File: src/rtl/nand_bist_ctrl.sv
// Built-in self-test sequencer for a 2-input gate: sweeps {a,b} through 00..11, settles, samples, compares.
// Optional feature macro NAND_BIST_ERRCNT_EN adds a saturating lifetime mismatch counter (err_count).
module nand_bist_ctrl #(
  parameter int unsigned SETTLE_CYCLES = 5,
  parameter int unsigned CNT_W         = 3,
  parameter logic [3:0]  EXPECT        = 4'b0111
) (
  input  logic       clk,
  input  logic       rst_n,
  input  logic       start,
  input  logic       abort,
  input  logic       gate_y,
  output logic       gate_a,
  output logic       gate_b,
  output logic [1:0] vec_idx,
  output logic       busy,
  output logic       done,
  output logic       pass,
`ifdef NAND_BIST_ERRCNT_EN
  output logic [7:0] err_count,
`endif
  output logic [3:0] fail_mask
);

  typedef enum logic [1:0] {IDLE, SETTLE, SAMPLE, DONE} state_t;

  localparam logic [CNT_W-1:0] CNT_LOAD = CNT_W'(SETTLE_CYCLES - 1);

  state_t           state;
  logic [CNT_W-1:0] cnt;
  logic             mismatch_c;
  logic [3:0]       mask_upd_c;
  logic [1:0]       vec_nxt_c;

  // Compare result for the vector currently being sampled, folded into the mask.
  always_comb begin
    mismatch_c = (gate_y != EXPECT[vec_idx]);
    mask_upd_c = fail_mask;
    if (mismatch_c) mask_upd_c[vec_idx] = 1'b1;
    vec_nxt_c  = vec_idx + 2'd1;
  end

  always_ff @(posedge clk) begin
    if (!rst_n) begin
      state     <= IDLE;
      cnt       <= '0;
      gate_a    <= 1'b0;
      gate_b    <= 1'b0;
      vec_idx   <= 2'd0;
      busy      <= 1'b0;
      done      <= 1'b0;
      pass      <= 1'b0;
      fail_mask <= 4'd0;
`ifdef NAND_BIST_ERRCNT_EN
      err_count <= 8'd0;
`endif
    end else begin
      done <= 1'b0;
      case (state)
        IDLE: begin
          if (start && !abort) begin
            fail_mask <= 4'd0;
            pass      <= 1'b0;
            vec_idx   <= 2'd0;
            gate_a    <= 1'b0;
            gate_b    <= 1'b0;
            cnt       <= CNT_LOAD;
            busy      <= 1'b1;
            state     <= SETTLE;
          end
        end
        SETTLE: begin
          if (abort) begin
            state   <= IDLE;
            busy    <= 1'b0;
            gate_a  <= 1'b0;
            gate_b  <= 1'b0;
            vec_idx <= 2'd0;
            pass    <= 1'b0;
          end else if (cnt == '0) begin
            state <= SAMPLE;
          end else begin
            cnt <= cnt - CNT_W'(1);
          end
        end
        SAMPLE: begin
          // An abort here discards this cycle's compare entirely.
          if (abort) begin
            state   <= IDLE;
            busy    <= 1'b0;
            gate_a  <= 1'b0;
            gate_b  <= 1'b0;
            vec_idx <= 2'd0;
            pass    <= 1'b0;
          end else begin
            fail_mask <= mask_upd_c;
`ifdef NAND_BIST_ERRCNT_EN
            if (mismatch_c && (err_count != 8'hFF)) err_count <= err_count + 8'd1;
`endif
            if (vec_idx == 2'd3) begin
              state   <= DONE;
              done    <= 1'b1;
              pass    <= (mask_upd_c == 4'd0);
              busy    <= 1'b0;
              gate_a  <= 1'b0;
              gate_b  <= 1'b0;
              vec_idx <= 2'd0;
            end else begin
              vec_idx <= vec_nxt_c;
              gate_a  <= vec_nxt_c[1];
              gate_b  <= vec_nxt_c[0];
              cnt     <= CNT_LOAD;
              state   <= SETTLE;
            end
          end
        end
        DONE: begin
          state <= IDLE;
        end
        default: begin
          state <= IDLE;
        end
      endcase
    end
  end

endmodule
File: config.mk
export PLATFORM = sky130hd
export DESIGN_NAME = nand_bist_ctrl
export DESIGN_NICKNAME = d
export VERILOG_FILES = /design/src/rtl/nand_bist_ctrl.sv
export SDC_FILE = /design/constraint.sdc
export NUM_CORES = 1
export LEC_CHECK = 0
export ABC_AREA = 1
export BUFFER_PORTS_ARGS = -buffer_cell sky130_fd_sc_hd__buf_2
export CAP_MARGIN = 20
export CORE_MARGIN = 4
export CORE_UTILIZATION = 40
export CTS_BUF_LIST = sky130_fd_sc_hd__clkbuf_8
export DETAILED_ROUTE_END_ITERATION = 8
export SYNTH_ARGS = -nofsm -noshare
export SYNTH_HDL_FRONTEND = slang
export SYNTH_SLANG_ARGS = --single-unit
File: constraint.sdc
create_clock -name clk -period 3 [get_ports clk]
set_input_delay 0.6 -clock clk [delete_from_list [all_inputs] [get_ports clk]]
set_output_delay 0.6 -clock clk [all_outputs]
set_load 0.02 [all_outputs]
==> flow_results.xml <==
<?xml version="1.0" encoding="UTF-8"?>
<metrics>
  <group name="global_route">
    <metric name="grt_use_met1" unit="">0.181</metric>
    <metric name="globalRouteOverflowTotal" unit="">0</metric>
    <metric name="grt_pass1_vias" unit="">853</metric>
    <metric name="global_route.usage.met2" unit="">0.250</metric>
    <metric name="grt_antenna_before_repair" unit="">0</metric>
    <metric name="largest_net_degree_at_the_start_of_global_routing" unit="">12</metric>
    <metric name="gr-max-usage-layer" unit="">met2</metric>
    <metric name="grtUsageTotal" unit="">0.149</metric>
    <metric name="groute.layer.met3.usage" unit="">0.0339</metric>
    <metric name="grt_first_pass_wirelength" unit="um">3820</metric>
  </group>
  <group name="floorplan">
    <metric name="initial_utilization" unit="">0.426</metric>
    <metric name="die_height" unit="um">57.0</metric>
    <metric name="core_area" unit="sq mm">0.00225</metric>
    <metric name="rows" unit="">17</metric>
    <metric name="dieWidth" unit="um">57.0</metric>
    <metric name="design.die.area" unit="sq mm">0.00325</metric>
    <metric name="floorplan.io_pins" unit="">16</metric>
  </group>
  <group name="yosys">
    <metric name="synth_xor_area_frac" unit="">0</metric>
    <metric name="synth_top_family_by_area" unit="">simple AND/OR/NAND/NOR gates</metric>
    <metric name="synth.largest_area_cell" unit="">sky130_fd_sc_hd__dfxtp_1</metric>
    <metric name="yosysUniqueCellTypes" unit="">22</metric>
    <metric name="mappedNetlistArea" unit="sq um">960</metric>
    <metric name="postSynthCellCount" unit="">142</metric>
    <metric name="synth_compound_gate_area_share" unit="">0.108</metric>
    <metric name="yosys_register_bits" unit="">14</metric>
    <metric name="synth-adder-area-share" unit="">0.143</metric>
    <metric name="synth-seq-area-share" unit="">0.292</metric>
    <metric name="post_synth.cell_area_avg" unit="sq um">6.76</metric>
    <metric name="synth_top_area_share" unit="">0.292</metric>
    <metric name="post_synth_main_area_contributors" unit="">sky130_fd_sc_hd__dfxtp_1 (29%), sky130_fd_sc_hd__ha_1 (14%), sky130_fd_sc_hd__nand2_1 (13%), sky130_fd_sc_hd__inv_1 (7.8%), sky130_fd_sc_hd__nor2_1 (6.6%)</metric>
    <metric name="yosysWarningCount" unit="">0</metric>
    <metric name="yosys-mux-area-fraction" unit="">0</metric>
    <metric name="synth_simple_gate_area_frac" unit="">0.342</metric>
    <metric name="syn_nets" unit="">158</metric>
  </group>
  <group name="cts">
    <metric name="htreeDepth" unit="">1</metric>
    <metric name="post-cts-setup-buffers" unit="">0</metric>
    <metric name="cts_hold_repair.buffers" unit="">0</metric>
    <metric name="clock_insertion_delay_worst_skew" unit="ps">250</metric>
    <metric name="worst_setup_hold_path_clk_slew" unit="ps">60</metric>
    <metric name="clock_path_buffers" unit="">2</metric>
    <metric name="post_cts_resized" unit="">0</metric>
    <metric name="numCtsBuffers" unit="">3</metric>
    <metric name="clock_sinks" unit="">14</metric>
    <metric name="cts.root.buffer_cell" unit="">sky130_fd_sc_hd__clkbuf_8</metric>
    <metric name="tritoncts_clock_tree" unit="">done</metric>
  </group>
  <group name="sta">
    <metric name="timing_max_transition_violations_final" unit="">0</metric>
    <metric name="worst_tran_pin_value" unit="ps">281</metric>
    <metric name="setup_viol_count_final" unit="">0</metric>
    <metric name="fmax" unit="GHz">0.655</metric>
    <metric name="final-hold-violation-count" unit="">0</metric>
    <metric name="fin_tns_setup" unit="ps">0</metric>
    <metric name="final_period_minus_worst_setup_slack" unit="ps">1530</metric>
    <metric name="final.period_utilization" unit="">0.509</metric>
    <metric name="slew_headroom" unit="">0.813</metric>
    <metric name="timing.clock.skew" unit="ps">1.39</metric>
    <metric name="worst_hold_slack" unit="ps">469</metric>
    <metric name="grt_setup_unrepaired" unit="">no</metric>
  </group>
  <group name="worst_setup_path">
    <metric name="critical_path.n_buffers_inverters" unit="">2</metric>
    <metric name="critical_path.max_stage_delay" unit="ps">360</metric>
    <metric name="critical_path_type" unit="">reg -&gt; reg</metric>
    <metric name="crit_chain" unit="">inv_1 -&gt; ha_1 -&gt; nand2_1 -&gt; nand2_1 -&gt; nor2_2 -&gt; nand2_2 -&gt; inv_1 -&gt; nor2_1 -&gt; nor2_1</metric>
    <metric name="worstPathArrival" unit="ps">1720</metric>
    <metric name="worst-path-max-fanout" unit="">5</metric>
    <metric name="crit_required" unit="ps">3190</metric>
    <metric name="cp-end-kind" unit="">flop</metric>
    <metric name="critical_path.top_delay_family" unit="">simple AND/OR/NAND/NOR gates</metric>
    <metric name="worstSetupStartpointType" unit="">flop</metric>
    <metric name="critical_path.slowest_cell" unit="">sky130_fd_sc_hd__dfxtp_1</metric>
  </group>
  <group name="routing">
    <metric name="postRouteAntennaNets" unit="">0</metric>
    <metric name="drt_wl_total" unit="um">2070</metric>
    <metric name="remaining_drc_errors" unit="">0</metric>
    <metric name="detail_route.first_pass.iterations" unit="">5</metric>
    <metric name="num_vias" unit="">888</metric>
    <metric name="avgRoutedWirePerCell" unit="um">11.1</metric>
    <metric name="dr.first_iter.drc_count" unit="">9</metric>
    <metric name="vias_per_cell" unit="">4.77</metric>
  </group>
  <group name="pwr">
    <metric name="power-per-cell-area" unit="mW/mm^2">606</metric>
    <metric name="static-leakage-power" unit="nW">0.571</metric>
    <metric name="irDropWorstVdd" unit="mV">0.297</metric>
  </group>
  <group name="final_layout">
    <metric name="multi_input_area" unit="sq um">569</metric>
    <metric name="antenna_cells_inserted" unit="">0</metric>
    <metric name="layout.filler_cells" unit="">244</metric>
    <metric name="ff_latch_area" unit="sq um">280</metric>
    <metric name="fin_nets" unit="">175</metric>
    <metric name="final-instance-count-excl-fill" unit="">186</metric>
    <metric name="post_route_cells_drive_above_1_share" unit="">0.241</metric>
    <metric name="flow.area_growth_from_synthesis" unit="%">15.1</metric>
  </group>
  <group name="place">
    <metric name="dp_cells" unit="">182</metric>
    <metric name="finalWeightedCongestion" unit="">0.774</metric>
    <metric name="hpwlAfterDp" unit="um">1630</metric>
    <metric name="port_buffers" unit="">15</metric>
  </group>
  <group name="outcome">
    <metric name="status" unit="">completed</metric>
  </group>
  <group name="hold_path">
    <metric name="type_of_the_most_critical_hold_path" unit="">reg -&gt; reg</metric>
  </group>
  <group name="job">
    <metric name="maxCapViolCount" unit="">0</metric>
  </group>
</metrics>
==> cell families (layout without fill, tap and decap cells) <==
| group | after synthesis | count (layout) |
|---|---|---|
| flip-flops | 14 | 14 |
| buffers and inverters | 27 | 43 |
| adder cells (fa/ha/maj) | 11 | 11 |
| AO/OA/AOI/OAI | 17 | 17 |
| AND/OR/NAND/NOR | 73 | 73 |
==> final cells by class <==
type,instances,area share
Clock buffer,4,0.0498
Inverter,24,0.0815
Multi-Input combinational cell,101,0.515
Sequential cell,14,0.254
Tap cell,28,0.0317
Timing Repair Buffer,15,0.0680
==> path summary, 6_finish.rpt <==
path / to / cells after the start / slack [ps] / from
setup / recovery: cnt[0]$_SDFFE_PN0P_ / 9 / 1470 / state[0]$_SDFFE_PN0P_
hold / removal: fail_mask[0]$_SDFFE_PN0P_ / 2 / 470 / fail_mask[0]$_SDFFE_PN0P_
setup reg to reg: cnt[0]$_SDFFE_PN0P_ / 9 / 1470 / state[0]$_SDFFE_PN0P_
hold reg to reg: fail_mask[0]$_SDFFE_PN0P_ / 2 / 470 / fail_mask[0]$_SDFFE_PN0P_
==> placed cells by master (no fill, tap or decap) <==
cell type / instances
sky130_fd_sc_hd__ha_1: 11
sky130_fd_sc_hd__nor3_1: 2
sky130_fd_sc_hd__nor2_1: 17
sky130_fd_sc_hd__a21oi_1: 10
sky130_fd_sc_hd__inv_2: 4
sky130_fd_sc_hd__a21oi_2: 1
sky130_fd_sc_hd__nor2_2: 5
sky130_fd_sc_hd__or2_2: 1
sky130_fd_sc_hd__or2_0: 1
sky130_fd_sc_hd__o21ai_0: 3
sky130_fd_sc_hd__dfxtp_1: 14
sky130_fd_sc_hd__nor3_2: 1
sky130_fd_sc_hd__a21oi_4: 1
sky130_fd_sc_hd__clkbuf_8: 4
sky130_fd_sc_hd__nand2_4: 1
sky130_fd_sc_hd__inv_1: 20
sky130_fd_sc_hd__buf_2: 15
sky130_fd_sc_hd__o21ai_1: 1
sky130_fd_sc_hd__nand3_1: 8
sky130_fd_sc_hd__o21ai_2: 1
sky130_fd_sc_hd__nand2_2: 4
sky130_fd_sc_hd__nand2_1: 33
==> worst reg2reg max path, cell delays in order, from the launching register on <==
cell and delay [ps]:
sky130_fd_sc_hd__dfxtp_1 360, sky130_fd_sc_hd__inv_1 100, sky130_fd_sc_hd__ha_1 280, sky130_fd_sc_hd__nand2_1 140, sky130_fd_sc_hd__nand2_1 90, sky130_fd_sc_hd__nor2_2 210
sky130_fd_sc_hd__nand2_2 80, sky130_fd_sc_hd__inv_1 90, sky130_fd_sc_hd__nor2_1 50, sky130_fd_sc_hd__nor2_1 70
==> power by group <==
part	internal (mW)	total, mW	switching, mW	leakage [nW]
combinational	0.0873	0.249	0.162	0.428
clock	0.117	0.191	0.0746	0.0288
sequential	0.211	0.229	0.0186	0.115
==> cells in the mapped netlist <==
master and count:
sky130_fd_sc_hd__ha_1 11, sky130_fd_sc_hd__or2_2 1, sky130_fd_sc_hd__a21oi_1 10, sky130_fd_sc_hd__o21ai_2 1, sky130_fd_sc_hd__inv_1 20, sky130_fd_sc_hd__inv_2 4, sky130_fd_sc_hd__nor2_2 5, sky130_fd_sc_hd__o21ai_1 1
sky130_fd_sc_hd__nor3_2 1, sky130_fd_sc_hd__a21oi_4 1, sky130_fd_sc_hd__buf_4 2, sky130_fd_sc_hd__nor2_1 17, sky130_fd_sc_hd__nor3_1 2, sky130_fd_sc_hd__nand3_1 8, sky130_fd_sc_hd__nand2_2 4, sky130_fd_sc_hd__dfxtp_1 14
sky130_fd_sc_hd__nand2_1 33, sky130_fd_sc_hd__nand2_4 1, sky130_fd_sc_hd__a21oi_2 1, sky130_fd_sc_hd__o21ai_0 3, sky130_fd_sc_hd__or2_0 1, sky130_fd_sc_hd__buf_2 1
==> flip-flops by register name, indices dropped and copies added (netlist names) <==
name,cells
vec_idx,1
cnt,3
state,2
gate_a,1
done,1
pass,1
fail_mask,4
busy,1
==> stage by stage <==
stage                     setup WS (ps)  total power, mW  instance area [sq um]  utilization
final                              1470            0.669                   1100        0.490
after global routing               1290            0.728                   1100        0.490
after detailed placement           1430            0.480                   1050        0.466
after global placement             1450            0.476                   1050        0.466
after floorplan                    1680            0.426                    960            -
after CTS                          1450            0.673                   1100        0.490
==> metal layers <==
layer | vias up | share of wire
met1 | 398 | 0.48
met5 | - | 0
met2 | 20 | 0.45
li1 | 465 | -
met3 | 5 | 0.049
met4 | 0 | 0.022
No activity file was read; power rests on OpenSTA's default activity.
